===== config.mk =====
export PLATFORM = sky130hd
export DESIGN_NAME = cs_sub32_pipe
export DESIGN_NICKNAME = d
export VERILOG_FILES = /design/src/rtl/cs_arith_pkg.sv /design/src/rtl/cs_seg_sub.sv /design/src/rtl/cs_sub32_pipe.sv
export SDC_FILE = /design/constraint.sdc
export NUM_CORES = 1
export LEC_CHECK = 0
export CORE_ASPECT_RATIO = 1.25
export CORE_MARGIN = 4
export CORE_UTILIZATION = 45
export CTS_BUF_LIST = sky130_fd_sc_hd__clkbuf_4
export DETAILED_ROUTE_END_ITERATION = 10
export PLACE_DENSITY = 0.68
export SYNTH_ARGS = -nofsm -noshare
export SYNTH_HDL_FRONTEND = slang
export SYNTH_HIERARCHICAL = 1
export SYNTH_SLANG_ARGS = --single-unit

===== constraint.sdc =====
create_clock -name clk -period 4.7 [get_ports clk]
set_input_delay 0.94 -clock clk [delete_from_list [all_inputs] [get_ports clk]]
set_output_delay 0.94 -clock clk [all_outputs]
set_load 0.005 [all_outputs]

===== src/rtl/cs_arith_pkg.sv =====
// Shared segment geometry for the 32-bit carry-select adder/subtractor family.
package cs_arith_pkg;
  localparam int unsigned DATA_W  = 32;
  localparam int unsigned SEG_NUM = 6;
  localparam int unsigned SEG_W   [SEG_NUM] = '{3, 4, 5, 6, 7, 7};
  localparam int unsigned SEG_LSB [SEG_NUM] = '{0, 3, 7, 12, 18, 25};
endpackage


===== src/rtl/cs_seg_sub.sv =====
// One carry-select segment: dual carry chains (cin=0/1), selected by the incoming carry.
module cs_seg_sub #(
  parameter int unsigned W = 4
) (
  input  logic [W-1:0] a,
  input  logic [W-1:0] nb,
  input  logic         cin,
  output logic [W-1:0] diff,
  output logic         cout
);
  logic [W-1:0] g, p, c0, c1, csel;

  assign g = a & nb;
  assign p = a | nb;

  always_comb begin
    c0 = '0;
    c1 = '0;
    c0[0] = g[0];
    c1[0] = g[0] | p[0];
    for (int unsigned i = 1; i < W; i++) begin
      c0[i] = g[i] | (p[i] & c0[i-1]);
      c1[i] = g[i] | (p[i] & c1[i-1]);
    end
  end

  assign csel = cin ? c1 : c0;
  assign diff = a ^ nb ^ {csel[W-2:0], cin};
  assign cout = csel[W-1];
endmodule


===== src/rtl/cs_sub32_pipe.sv =====
// Two-stage 32-bit carry-select subtractor (a - b - bin) with elastic valid/ready.
// Define CS_SUB_FLAGS_EN to add registered ovf/zero flag outputs.
module cs_sub32_pipe
  import cs_arith_pkg::*;
#(
  parameter int unsigned SPLIT_SEG = 3
) (
  input  logic              clk,
  input  logic              rst,
  input  logic [DATA_W-1:0] a,
  input  logic [DATA_W-1:0] b,
  input  logic              bin,
  input  logic              in_valid,
  output logic              in_ready,
  output logic [DATA_W-1:0] diff,
  output logic              bout,
  output logic              out_valid,
`ifdef CS_SUB_FLAGS_EN
  output logic              ovf,
  output logic              zero,
`endif
  input  logic              out_ready
);
  if (SPLIT_SEG < 1 || SPLIT_SEG > 5) begin : g_bad_split
    $fatal(1, "cs_sub32_pipe: SPLIT_SEG must be in 1..5");
  end

  localparam int unsigned LO_W = SEG_LSB[SPLIT_SEG];
  localparam int unsigned HI_W = DATA_W - LO_W;

  logic [DATA_W-1:0] nb;
  logic [DATA_W-1:0] seg_diff;
  logic [DATA_W-1:0] diff_nxt;
  logic              s1_valid, s2_valid, s1_en, s2_en;
  logic [LO_W-1:0]   s1_lo;
  logic [HI_W-1:0]   s1_a_hi, s1_nb_hi;
  logic              s1_c;
`ifdef CS_SUB_FLAGS_EN
  logic              s1_a31, s1_b31;
`endif

  assign nb = ~b;

  // Lower segments read live operands; upper segments read the stage 1 slices,
  // with the registered carry restarting the select chain at the split point.
  for (genvar i = 0; i < SEG_NUM; i++) begin : g_seg
    localparam int unsigned W   = SEG_W[i];
    localparam int unsigned LSB = SEG_LSB[i];
    logic [W-1:0] sa, snb;
    logic         ci, co;

    if (i < SPLIT_SEG) begin : g_s1
      assign sa  = a[LSB +: W];
      assign snb = nb[LSB +: W];
    end else begin : g_s2
      assign sa  = s1_a_hi[LSB-LO_W +: W];
      assign snb = s1_nb_hi[LSB-LO_W +: W];
    end

    if (i == 0) begin : g_c0
      assign ci = ~bin;
    end else if (i == SPLIT_SEG) begin : g_csplit
      assign ci = s1_c;
    end else begin : g_cchain
      assign ci = g_seg[i-1].co;
    end

    cs_seg_sub #(.W(W)) u_seg (
      .a    (sa),
      .nb   (snb),
      .cin  (ci),
      .diff (seg_diff[LSB +: W]),
      .cout (co)
    );
  end

  assign diff_nxt  = {seg_diff[DATA_W-1:LO_W], s1_lo};
  assign s2_en     = ~s2_valid | out_ready;
  assign s1_en     = ~s1_valid | s2_en;
  assign in_ready  = s1_en;
  assign out_valid = s2_valid;

  always_ff @(posedge clk) begin
    if (in_valid && s1_en) begin
      s1_lo    <= seg_diff[LO_W-1:0];
      s1_c     <= g_seg[SPLIT_SEG-1].co;
      s1_a_hi  <= a[DATA_W-1:LO_W];
      s1_nb_hi <= nb[DATA_W-1:LO_W];
`ifdef CS_SUB_FLAGS_EN
      s1_a31   <= a[DATA_W-1];
      s1_b31   <= b[DATA_W-1];
`endif
    end
  end

  always_ff @(posedge clk) begin
    if (rst) begin
      s1_valid <= 1'b0;
      s2_valid <= 1'b0;
      diff     <= '0;
      bout     <= 1'b0;
`ifdef CS_SUB_FLAGS_EN
      ovf      <= 1'b0;
      zero     <= 1'b0;
`endif
    end else begin
      if (s1_en) s1_valid <= in_valid;
      if (s2_en) s2_valid <= s1_valid;
      if (s2_en && s1_valid) begin
        diff <= diff_nxt;
        bout <= ~g_seg[SEG_NUM-1].co;
`ifdef CS_SUB_FLAGS_EN
        ovf  <= (s1_a31 != s1_b31) & (diff_nxt[DATA_W-1] != s1_a31);
        zero <= ~|diff_nxt;
`endif
      end
    end
  end
endmodule


# ---- Word-level counts from Yosys, hierarchy flattened
# Cells that the tools add are included.
dict set report word_totals {
  regBits 88
  wordCells 157
}
dict set report op_classes {
  mux 6
  bitwise_logic 141
  reduce_logical 2
}
# operator count
set op_table {}
lappend op_table {{OR 1 bit} 60}
lappend op_table {{bitwise AND 1 bit} 52}
lappend op_table {{inverter 32 bit} 1}
lappend op_table {{bitwise XOR 7 bit} 4}
lappend op_table {{bitwise AND 7 bit} 2}
lappend op_table {{two-way mux 7 bit} 2}
lappend op_table {{OR 7 bit} 2}
lappend op_table {{bitwise XOR 6 bit} 2}
lappend op_table {{bitwise XOR 5 bit} 2}
lappend op_table {{bitwise XOR 4 bit} 2}
lappend op_table {{bitwise AND 6 bit} 1}
lappend op_table {{two-way mux 6 bit} 1}
lappend op_table {{OR 6 bit} 1}
lappend op_table {{bitwise XOR 3 bit} 2}
lappend op_table {{bitwise AND 5 bit} 1}
lappend op_table {{two-way mux 5 bit} 1}
lappend op_table {{OR 5 bit} 1}
lappend op_table {{bitwise AND 4 bit} 1}
lappend op_table {{two-way mux 4 bit} 1}
lappend op_table {{inverter 1 bit} 4}
lappend op_table {{OR 4 bit} 1}
lappend op_table {{bitwise AND 3 bit} 1}
lappend op_table {{two-way mux 3 bit} 1}
lappend op_table {{OR 3 bit} 1}
lappend op_table {{logical AND 1 bit} 2}

# ---- Logic depth before layout (Yosys ltp)
dict set report logic_depth {
  depth_word 17
  mapped_depth 22
  ltp_nobuf 22
}

# ---- By module
# Netlist, hierarchy kept.
# module n_inst cells_each area_per_inst_um2 seq_area_each_um2
set by_module_without_submodules {}
lappend by_module_without_submodules {cs_sub32_pipe 1 245 3338.2 2292.2}
lappend by_module_without_submodules {{cs_seg_sub (g_seg[5].u_seg)} 1 57 424.2 0.0}
lappend by_module_without_submodules {{cs_seg_sub (g_seg[4].u_seg)} 1 57 421.7 0.0}
lappend by_module_without_submodules {{cs_seg_sub (g_seg[3].u_seg)} 1 48 346.6 0.0}
lappend by_module_without_submodules {{cs_seg_sub (g_seg[2].u_seg)} 1 36 299.0 0.0}
lappend by_module_without_submodules {{cs_seg_sub (g_seg[1].u_seg)} 1 26 210.2 0.0}
lappend by_module_without_submodules {{cs_seg_sub (g_seg[0].u_seg)} 1 18 140.1 0.0}

# ---- Worst setup path before layout
# No wires, ideal clock.
dict set report synth_timing {
  kind {input to register}
  start {input out_ready}
  end {register s1_c (netlist: g_seg[3].ci), enable pin}
  arrival_ns 3.919
  required_time_ns 4.219
  slack_ns 0.300
  path_stages 3
  n_path_buf 1
  path_cell_list {and2b_4 > buf_12 > a21oi_1}
}
dict set report synth_between {
  elab_chain_len 3
}
# element line_no
set synth_rtl {}
lappend synth_rtl {{start, declared} cs_sub32_pipe.sv:22} ;# input logic out_ready
lappend synth_rtl {{OR 1 bit} cs_sub32_pipe.sv:78} ;# assign s2_en = ~s2_valid | out_ready;
lappend synth_rtl {{OR 1 bit} cs_sub32_pipe.sv:79} ;# assign s1_en = ~s1_valid | s2_en;
lappend synth_rtl {{logical AND 1 bit} cs_sub32_pipe.sv:84} ;# if (in_valid && s1_en) begin
lappend synth_rtl {{end signal, assigned} cs_sub32_pipe.sv:86} ;# s1_c <= g_seg[SPLIT_SEG-1].co;
lappend synth_rtl {{end, declared} cs_sub32_pipe.sv:37} ;# logic s1_c;
# No other way between the ends.
# A chain may end at the register's enable or synchronous reset.

# ---- Worst setup path after layout
dict set report layout_timing {
  start {register s1_a_hi[2]}
  end {register diff[31]}
}
dict set report layout_between {
  elab_chain_len 13
  word_cells_on_any_way 22
}
# element line_no
set layout_rtl {}
lappend layout_rtl {{start, declared} cs_sub32_pipe.sv:36} ;# logic [HI_W-1:0] s1_a_hi, s1_nb_hi;
lappend layout_rtl {{start signal, assigned} cs_sub32_pipe.sv:87} ;# s1_a_hi <= a[DATA_W-1:LO_W];
lappend layout_rtl {{OR 6 bit} cs_seg_sub.sv:14} ;# assign p = a | nb;
lappend layout_rtl {{bitwise AND 1 bit, on equally long branches} {cs_seg_sub.sv:22, cs_seg_sub.sv:23}}
lappend layout_rtl {{OR 1 bit, on equally long branches} {cs_seg_sub.sv:22, cs_seg_sub.sv:23}}
lappend layout_rtl {{bitwise AND 1 bit, on equally long branches} {cs_seg_sub.sv:22, cs_seg_sub.sv:23}}
lappend layout_rtl {{OR 1 bit, on equally long branches} {cs_seg_sub.sv:22, cs_seg_sub.sv:23}}
lappend layout_rtl {{bitwise AND 1 bit, on equally long branches} {cs_seg_sub.sv:22, cs_seg_sub.sv:23}}
lappend layout_rtl {{OR 1 bit, on equally long branches} {cs_seg_sub.sv:22, cs_seg_sub.sv:23}}
lappend layout_rtl {{bitwise AND 1 bit, on equally long branches} {cs_seg_sub.sv:22, cs_seg_sub.sv:23}}
lappend layout_rtl {{OR 1 bit, on equally long branches} {cs_seg_sub.sv:22, cs_seg_sub.sv:23}}
lappend layout_rtl {{two-way mux 6 bit (*)} cs_seg_sub.sv:27} ;# assign csel = cin ? c1 : c0;
lappend layout_rtl {{net g_seg[3].co} cs_sub32_pipe.sv:50} ;# logic ci, co;
lappend layout_rtl {{two-way mux 7 bit (*)} cs_seg_sub.sv:27}
lappend layout_rtl {{net g_seg[4].co} cs_sub32_pipe.sv:50}
lappend layout_rtl {{two-way mux 7 bit (*)} cs_seg_sub.sv:27}
lappend layout_rtl {{bitwise XOR 7 bit (*)} cs_seg_sub.sv:28} ;# assign diff = a ^ nb ^ {csel[W-2:0], cin};
lappend layout_rtl {{net diff_nxt[31]} cs_sub32_pipe.sv:33} ;# logic [DATA_W-1:0] diff_nxt;
lappend layout_rtl {{end signal, assigned} cs_sub32_pipe.sv:110} ;# diff <= diff_nxt;
lappend layout_rtl {{end, declared} cs_sub32_pipe.sv:15} ;# output logic [DATA_W-1:0] diff,
# The timed path passes the listed nets; every way through them passes the cells marked *.

==> results.md <==
CTS
• done — clock tree from TritonCTS
• 3 — H-tree lvl count
• 0 — Hold Buf Count CTS
• 2 — CTS Buffer Depth
• clkbuf_4 — Clock Tree Root
• 9 — number of buffers created by CTS
• 0.43 ns — Skew-Pair Late Insertion Delay
• 0.14 ns — clock-pin slew on the worst setup and hold paths
• 88 — total number of clock tree sinks

Timing
• 0.472 ns — worst slack on hold paths
• 31.6% — Relative slew margins
• no — RSZ-0062 raised after global routing
• 92.8% — final worst-path cycle share
• 0.229 GHz — Max Clk Rate
• 0 — Final Hold Fails
• 0 — final number of max-transition violations
• 4.36 ns — minimum clock period after layout
• 0 — final-report setup violation count
• 0.337 ns — setup slack after layout
• 0 ns — final sum of negative setup slack
• 1.03 ns — Tightest Pin Transition
• 0.0178 ns — worst clock skew

Floorplan
• 46.3% — effective utilization at floorplan
• 104 — # IOs
• 43 — floorplan row count
• 11200 sq um — core region area
• 13300 sq um — die area
• 128 um — vertical die dimension
• 104 um — horizontal die dimension

Cells and area
• 2290 sq um — sequential standard cell area
• 6420 sq um — post-route cell area
• 2280 sq um — combined area of the multi-input logic cells
• 727 — final non-filler cell total
• 57.4% — Layout Utilization
• 986 — final-layout fill cell count
• 23.9% — Synth-to-Final Area Change
• 16.6% — layout cells sized above 1
• inv_1 (118), clkdlybuf4s50_1 (102), edfxtp_1 (53) — commonest non-fill, non-tap cells in the layout
• inv_1 — commonest non-fill, non-tap cell in the layout
• 713 — Nets

Yosys
• 614 — post-synth net total
• edfxtp_1 — biggest area consumer among synthesized cells
• 10.6 sq um — mean instance size in the synthesized netlist
• 30.7% — Yosys top cell area share
• edfxtp_1 (31%), dfxtp_1 (14%), ha_1 (13%) — largest cells by area after synthesis
• 50 — number of different library cells in the post-synthesis netlist
• 6 — synthesis warning total
• 5180 sq um — post-synthesis instance area
• 88 — post-synthesis sequential element count
• 44.3% — share of the yosys chip area belonging to registers
• 487 — number of instances in the synthesized netlist

Route
• 131 — number of DRC markers in iteration 0
• 0 — number of routed nets with antenna violations
• 0 — DRC violations left
• 9960 um — aggregate routed wire length
• 4 — Pre-antenna DRT Iters
• 4.85 — vias per inst
• 13.7 um — WL per Instance
• 3529 — total via count in the routed design

Global routing
• 17000 um — wire length of the first global-routing pass
• 15.9% — GRT Total Usage
• 0 — total global routing overflow
• 1 — number of antenna violations at the first check in global routing
• 3685 — number of global-route vias before repair
• 38 — largest net degree at the start of global routing

Worst setup path
• 4 — largest fanout on the critical path
• diff[31] — reg-to-reg critical path endpoint
• fa_1 — cell with the largest stage delay on the worst path
• reg -> reg — type of the worst setup path
• flip-flop — type of destination of the critical path
• flip-flop — Critical Path Start Type
• 4.64 ns — critical path data arrival time
• inv_1, ha_1, nand2b_1, a21oi_1, a211o_1, a21oi_1, fa_1, inv_2, nor2b_4, o21ai_0, a21o_1, a22o_1, fa_1, inv_1, nor2b_4, o21ai_0, a21o_1, a22o_1, fa_1, inv_1, nand3_1, a21oi_1 — ordered cell list for the critical path
• 4.98 ns — data required time at the worst endpoint
• 0.34 ns — R2R setup slack
• diff[31] — critical path capture point
• s1_a_hi[2] — Crit. Startpoint
• 22 — depth of the worst register-to-register path
• 0.47 ns — delay of the slowest cell on the worst path
• s1_a_hi[2] — beginning of the worst register-to-register path

Power
• 1.77 mW — total power
• 275 nW/um^2 — areal power density over the cells
• 2.81 nW — static power due to leakage
• 0.153 mV — Peak VDD IR

Place
• 0.786 — final estimated routing congestion in global placement
• 7260 um — estimated wirelength of the detail-placed design
• 103 — buffers added on ports
• 0.112 ns — placement-stage worst setup slack
• 6250 sq um — instance area after placement
• 709 — number of placed cells counting well taps

Run
• 0 — max-cap viol count

Run status
• complete, no violations — outcome

Min path
• reg -> reg — Hold Crit Class

-- flip-flops by register name, summed over array words and instances (netlist names) --
signal / cells
diff: 32
s1_a_hi: 20
s1_nb_hi: 20
s1_lo: 12
bout: 1
g_seg.ci: 1
out_valid: 1
s1_valid: 1
-- per-layer routing --
| metal | vias up | wire length [um] | GRT usage (%) |
|---|---|---|---|
| li1 | 1790 | - | - |
| met3 | 10 | 578 | 4.43 |
| met1 | 1652 | 4030 | 16.7 |
| met2 | 77 | 5210 | 30.1 |
| met5 | - | 0 | 0 |
| met4 | 0 | 144 | 5.87 |
-- what timing repair did --
| action | in CTS | in global routing |
|---|---|---|
| resized for setup | 0 | 2 |
| endpoints found under the setup margin | 0 | 1 |
| setup buffers | 0 | 1 |
-- Yosys cell counts (all sizes together) --
master	count
nor3	6
a21oi	41
o311a	3
mux2i	1
dfxtp	35
a311oi	1
edfxtp	53
nor3b	3
and3	1
ha	52
nand2	8
mux2	1
a221oi	4
or2	1
or4	2
xnor2	9
inv	121
and2	2
nor2	15
o21ai	35
a211o	1
a21o	2
and4bb	1
o21ba	4
a22o	2
nor2b	7
fa	6
xor2	12
nand2b	5
o21bai	1
buf	18
a31oi	1
and2b	1
nand3	32
-- final cells by class --
type,count,share of cell area [%]
sequential,88,35.7
multi-input combinational,260,35.6
timing repair buffer,106,16.5
inverter,121,7.11
tap,135,2.63
clock buffer,11,1.29
clock inverter,5,1.11
antenna,1,0.0390
-- critical path, delay by kind of cell, from the launching register on --
family | cells | cell delay (ns)
adders and majority gates | 4 | 1.44
buffers and inverters | 4 | 0.29
DFF | 1 | 0.39
AOI/OAI and AO/OA | 10 | 1.55
and+or+nand+nor | 4 | 0.54
-- kinds of logic after synthesis --
family / share of synthesized area, %
flip-flops: 44.3
AND/OR/NAND/NOR: 9.20
adder cells (fa/ha/maj): 14.9
buffers and inverters: 11.9
AO/OA/AOI/OAI: 15.7
XOR/XNOR: 3.55
multiplexers: 0.483
-- power breakdown --
part           total [mW]  switching, mW  internal (mW)
clock network       0.465          0.242          0.223
logic               0.380          0.175          0.206
registers           0.921         0.0364          0.885
-- how the worst min path moves through the flow --
stage                         from       end  slack, ns  depth (start not counted)
after global routing      diff[27]  diff[27]       0.49                          2
after global placement     diff[5]   diff[5]       0.45                          2
after CTS                  diff[8]   diff[8]       0.48                          2
after detailed placement  diff[26]  diff[26]       0.46                          2
after floorplan           diff[10]  diff[10]       0.46                          2
final                     diff[26]  diff[26]       0.47                          2
No activity file was read; power rests on OpenSTA's default activity.
==> RTL change 1, RTL diff (same settings) <==
Add a define of `CS_SUB_FLAGS_EN`.
--- a/src/rtl/cs_sub32_pipe.sv
+++ b/src/rtl/cs_sub32_pipe.sv
@@ -1,5 +1,7 @@
 // Two-stage 32-bit carry-select subtractor (a - b - bin) with elastic valid/ready.
 // Define CS_SUB_FLAGS_EN to add registered ovf/zero flag outputs.
+`define CS_SUB_FLAGS_EN
+
 module cs_sub32_pipe
   import cs_arith_pkg::*;
 #(
Formal check against the unedited RTL (old outputs only; new: ovf and zero): equivalent (equiv_simple and equiv_induct, registers matched by name and starting in step).
==> RTL change 1 against the original RTL <==
  * Core utilization grew 3.2 points
  * Total power grew 0.12%
  * Critical path depth grew 2
  * Maximum frequency shrank 4.1%
  * Wire length grew 1.2%
  * Design area is essentially flat
  * Setup slack lost 0.19 ns
  * Sequential cell count grew 3
  * Area after synthesis shrank 5.1%
  * Largest cell class unchanged
  * Largest power group unchanged
  * Highest routed layer unchanged
==> RTL change 1: results (changes against the original RTL) <==
Synth Flop Type=edfxtp_1 (unchanged); Max Buffers Root-to-Sink=2 (unchanged); worst hold endpoint=diff[8] (was diff[26]); detailed placement HPWL=7.65 mm (was 7.26 mm); Worst Path Arrival=4.92 ns (was 4.64 ns); Synth top cells by count=inv_1, nand2_1, edfxtp_1 (was inv_1, edfxtp_1, ha_1); # nets final=752 (was 713); Setup Skew=0.0242 ns (was 0.0178 ns); hold path depth=2 (unchanged); Post-synth ARST share=0% (unchanged); vias in the first global route=3838 (was 3685); largest registers in the final layout=diff (32), s1_a_hi (20), s1_nb_hi (20) (unchanged); P_leak=2.88 nW (was 2.81 nW); Pre-antenna DRT Iters=6 (was 4); Clock transition at path regs=about 0.15 ns; number of warnings issued by yosys=6 (unchanged); fillcell total=925 (was 986); Register-to-Register Setup Slack=0.15 ns (was 0.34 ns); Skew-Pair Late Insertion Delay=0.43 ns (about the same); largest net degree at the start of global routing=39 (was 38); reg-to-reg critical path startpoint=s1_nb_hi[0] (was s1_a_hi[2]); met1 Use GR=17.7% (was 16.7%); Yosys cell types=44 (was 50); via count=3635 (was 3529); root buf cell=clkbuf_4 (unchanged); GRT Total Usage=16.3% (was 15.9%); area post-placement=6180 um^2 (was 6250 um^2); worst min-delay path category=register to register (unchanged); GR met2 Demand/Resource=29.7% (was 30.1%); layout cells sized above 1=10.2% (was 16.6%); CTS buffer count=9 (unchanged); met3 usage=3.98% (was 4.43%); register area=2360 um^2 (was 2290 um^2); worst vdd ir=0.161 mV (was 0.153 mV); Total Wirelength=10.1 mm (was 9.96 mm); setup bufs post-CTS=3 (was 0); P_sw=0.475 mW (was 0.453 mW); outcome=finished, final reports clean (unchanged); critical hold path startpoint=diff[8] (was diff[26]); PortBufs=105 (was 103); Final GP Congestion=0.834 (was 0.786); Slew HR=49.2% (was 31.6%); CP max FO=3 (was 4); initial antenna violation count=1 (unchanged); CP max stage cell=fa_1 (unchanged); Seq/Total Area, Yosys=48.1% (was 44.3%); syn_nets=630 (was 614); post-cts sizing count=12 (was 0); Worst R2R End=zero (was diff[31]); 1st-iter DRT viols=109 (was 131); H-tree depth=3 (unchanged); Post-synth EDFFs=54 (was 53); synth top area cells=edfxtp_1, dfxtp_1, ha_1 (unchanged); crit-path max cell delay=0.51 ns (was 0.47 ns); first-pass GRT wire length=16.4 mm (was 17.0 mm); worst-case reg-to-reg path depth=24 (was 22)
RTL change 1: cell types whose count changed after synthesis, sizes merged, moves of 2 or more:
| cell | before | now |
|---|---|---|
| a211oi | 0 | 2 |
| or4 | 2 | 4 |
| buf | 18 | 5 |
| nor2b | 7 | 10 |
| nor2 | 15 | 20 |
| nor4 | 0 | 6 |
| nand2 | 8 | 72 |
| inv | 121 | 119 |
| nand4 | 0 | 2 |
| nand3 | 32 | 0 |
| clkbuf | 0 | 7 |
| o21ai | 35 | 4 |
| dfxtp | 35 | 37 |
RTL change 1: routing by layer:
metal	vias up	share of wire, %
li1	1840	-
met1	1693	39
met2	87	53
met3	15	5.6
met4	0	2.0
met5	-	0
RTL change 1: worst max-delay path by stage:
stage | start | slack (ns) | cells after the start | end
global placement | s1_a_hi[0] | 0.00008 | 24 | zero
floorplan | s1_a_hi[0] | 0.09 | 24 | zero
detailed placement | s1_a_hi[0] | -0.11 | 24 | zero
CTS | s1_a_hi[0] | -0.06 | 24 | zero
global route | s1_nb_hi[0] | -0.13 | 24 | zero
finish | s1_nb_hi[0] | 0.15 | 24 | zero
RTL change 1: worst max-delay path: cells and delay by family, from the launching register on:
family / cells / cell delay, ns
adder cells (fa/ha/maj): 4 / 1.34
buffers and inverters: 4 / 0.25
flip-flops: 1 / 0.38
AO/OA/AOI/OAI: 10 / 1.40
AND/OR/NAND/NOR: 6 / 1.10
RTL change 1: power by group through the flow:
stage               Combinational [mW]  Sequential, mW  Clock, mW
finish                           0.407           0.944      0.418
global route                     0.456           0.952      0.465
floorplan                        0.217           0.956          0
CTS                              0.403           0.944      0.432
global placement                 0.381           0.961          0
detailed placement               0.392           0.961          0
RTL change 1: cells by family after synthesis:
| group | Yosys count | share of synthesized area, % |
|---|---|---|
| xor gates and xnor gates | 21 | 3.74 |
| buffers and inverters | 131 | 10.1 |
| AOI/OAI and AO/OA | 64 | 8.73 |
| adders and majority gates | 58 | 15.7 |
| muxes | 2 | 0.407 |
| and+or+nand+nor | 136 | 13.3 |
| DFF | 91 | 48.1 |
RTL change 1: cell type report:
| class | instances | area share, % |
|---|---|---|
| Clock inverter | 6 | 0.896 |
| Timing Repair Buffer | 123 | 18.5 |
| Antenna cell | 1 | 0.0389 |
| Inverter | 119 | 6.95 |
| Multi-Input combinational cell | 281 | 33.2 |
| Tap cell | 132 | 2.57 |
| Sequential cell | 91 | 36.8 |
| Clock buffer | 10 | 1.17 |
RTL change 1: metrics by stage:
stage                     total power, mW  hold WS (ns)  setup WS, ns  std cells
after floorplan                      1.17         0.453        0.0917        503
after global placement               1.34         0.443     0.0000799        741
after detailed placement             1.35         0.447        -0.108        741
after CTS                            1.78         0.463       -0.0650        760
after global routing                 1.87         0.482        -0.131        763
final                                1.77         0.461         0.148        763
==> RTL change 2, RTL diff (same flow settings) <==
Made on the original files. Reset style: asynchronous (`rst`), changed in one clocked block.
--- a/src/rtl/cs_sub32_pipe.sv
+++ b/src/rtl/cs_sub32_pipe.sv
@@ -93,7 +93,7 @@
     end
   end
 
-  always_ff @(posedge clk) begin
+  always_ff @(posedge clk or posedge rst) begin
     if (rst) begin
       s1_valid <= 1'b0;
       s2_valid <= 1'b0;
Function: differs if rst is asserted again (counterexample within 4 cycles, from zero or initial values and one cycle with rst high); with rst held inactive, the same outputs for 10 cycles.
==> RTL change 2 against the original RTL <==
  * Sequential cell count unchanged
  * Sequential share of layout area is 3.1 points higher
  * Setup slack got worse by 0.028 ns
  * Design area shrank 1.0%
  * Wire length shrank 14%
  * Hold slack better by 0.021 ns
  * Final cell count shrank 9.4%
  * Area after synthesis decreased by 2.9%
  * Total power rose by 20%
  * Synthesized cell count is 16% lower
  * Critical endpoint is now diff[31]
  * Largest cell class unchanged
  * Largest power group unchanged
==> RTL change 2: results (changes against the original RTL) <==
outcome=finished, final reports clean (unchanged); area post-placement=6180 um^2 (was 6250 um^2); fin. max-slew vios=0 (unchanged); P_leak=3.09 nW (was 2.81 nW); Worst Path Arrival=4.70 ns (was 4.64 ns); synth top area cells=edfxtp_1, dfrtp_1, ha_1 (was edfxtp_1, dfxtp_1, ha_1); worst hold slack=0.493 ns (was 0.472 ns); 1st-iter DRT viols=70 (was 131); Pre-antenna DRT Iters=4 (unchanged); Setup Skew=0.0203 ns (was 0.0178 ns); Final GP Congestion=0.794 (was 0.786); DP Cell Count=640 (was 709); CP max FO=3 (was 4); Skew-Pair Late Insertion Delay=0.41 ns (was 0.43 ns); adder-cell share of the synthesized area=15.3% (was 14.9%); worst-case reg-to-reg path depth=21 (was 22); layout cells sized above 1=13.9% (was 16.6%); Yosys cell types=45 (was 50); post-synthesis mux area share=10.0% (was 0.483%); post-synthesis xor/xnor area fraction=3.65% (was 3.55%); wire per inst=13.0 um (was 13.7 um); Max Buffers Root-to-Sink=2 (unchanged); vias per std cell=4.56 (was 4.85); Synth top cells by count=inv_1, edfxtp_1, ha_1 (unchanged); Finished Layout Cells=659 (was 727); Seq/Total Area, Yosys=49.0% (was 44.3%); Hold-fix buffers, CTS=0 (unchanged); vias in the first global route=3174 (was 3685); Worst R2R End=diff[31] (unchanged); Slew @ Worst Pin=0.790 ns (was 1.03 ns); largest net degree at the start of global routing=36 (was 38); Post-Synthesis Cells=407 (was 487); detailed placement HPWL=6.62 mm (was 7.26 mm); compound-cell area share of the yosys netlist=4.97% (was 15.7%); critical hold path startpoint=s1_lo[11] (was diff[26]); hold path depth=1 (was 2); GRT Total Usage=14.2% (was 15.9%); first-pass GRT wire length=14.3 mm (was 17.0 mm); H-tree depth=3 (unchanged); reg-to-reg critical path startpoint=s1_a_hi[0] (was s1_a_hi[2]); worst hold endpoint=diff[11] (was diff[26]); syn_nets=534 (was 614); Register-to-Register Setup Slack=0.31 ns (was 0.34 ns); Post-synth ARST share=39.8% (was 0%); worst vdd ir=0.169 mV (was 0.153 mV); # nets final=648 (was 713)
==> RTL change 2: worst max-delay path by stage <==
stage | startpoint | to | slack [ns] | cells past startpoint
after floorplan | s1_a_hi[0] | diff[31] | 0.54 | 21
after global placement | a[0] | s1_lo[11] | 0.20 | 19
after detailed placement | a[0] | s1_lo[11] | 0.11 | 19
after CTS | s1_a_hi[0] | diff[31] | 0.14 | 21
after global routing | s1_a_hi[0] | diff[31] | 0.009 | 21
final | s1_a_hi[0] | diff[31] | 0.31 | 21
==> RTL change 2: layout make-up <==
class | count | area [um^2]
fill | 890 | 4420
sequential | 88 | 2470
multi-input combinational | 195 | 2050
timing repair buffer | 106 | 1050
inverter | 121 | 454
tap | 132 | 165
clock inverter | 6 | 81.3
clock buffer | 10 | 75.1
antenna | 1 | 2.50
==> RTL change 2: stage by stage <==
| stage | total power [mW] | worst slack, ns |
|---|---|---|
| 2_1_floorplan | 1.38 | 0.543 |
| 3_3_place_gp | 1.67 | 0.197 |
| 3_5_place_dp | 1.68 | 0.114 |
| 4_1_cts | 2.15 | 0.136 |
| 5_1_grt | 2.26 | 0.00931 |
| 6_report | 2.12 | 0.309 |
==> RTL change 2: layer usage <==
metal,up-vias,share of wire (%),track usage (%)
met5,-,0,0
met4,0,1.3,4.63
met3,8,7.6,5.20
met2,62,52,24.3
met1,1414,39,16.1
li1,1520,-,-
==> RTL change 2: worst max-delay path, delay by kind of cell (launching register included) <==
kind,cells,cell delay (ns)
fa+ha+maj,4,1.40
compound gates,9,1.49
simple gates,3,0.46
buf+inv,4,0.26
flops,1,0.38
mux,1,0.25
==> RTL change 2: power by group <==
part	internal [mW]	leakage (nW)	switching [mW]	total, mW
combinational	0.414	2.09	0.216	0.631
sequential	0.958	0.915	0.0702	1.03
clock	0.220	0.0859	0.241	0.460
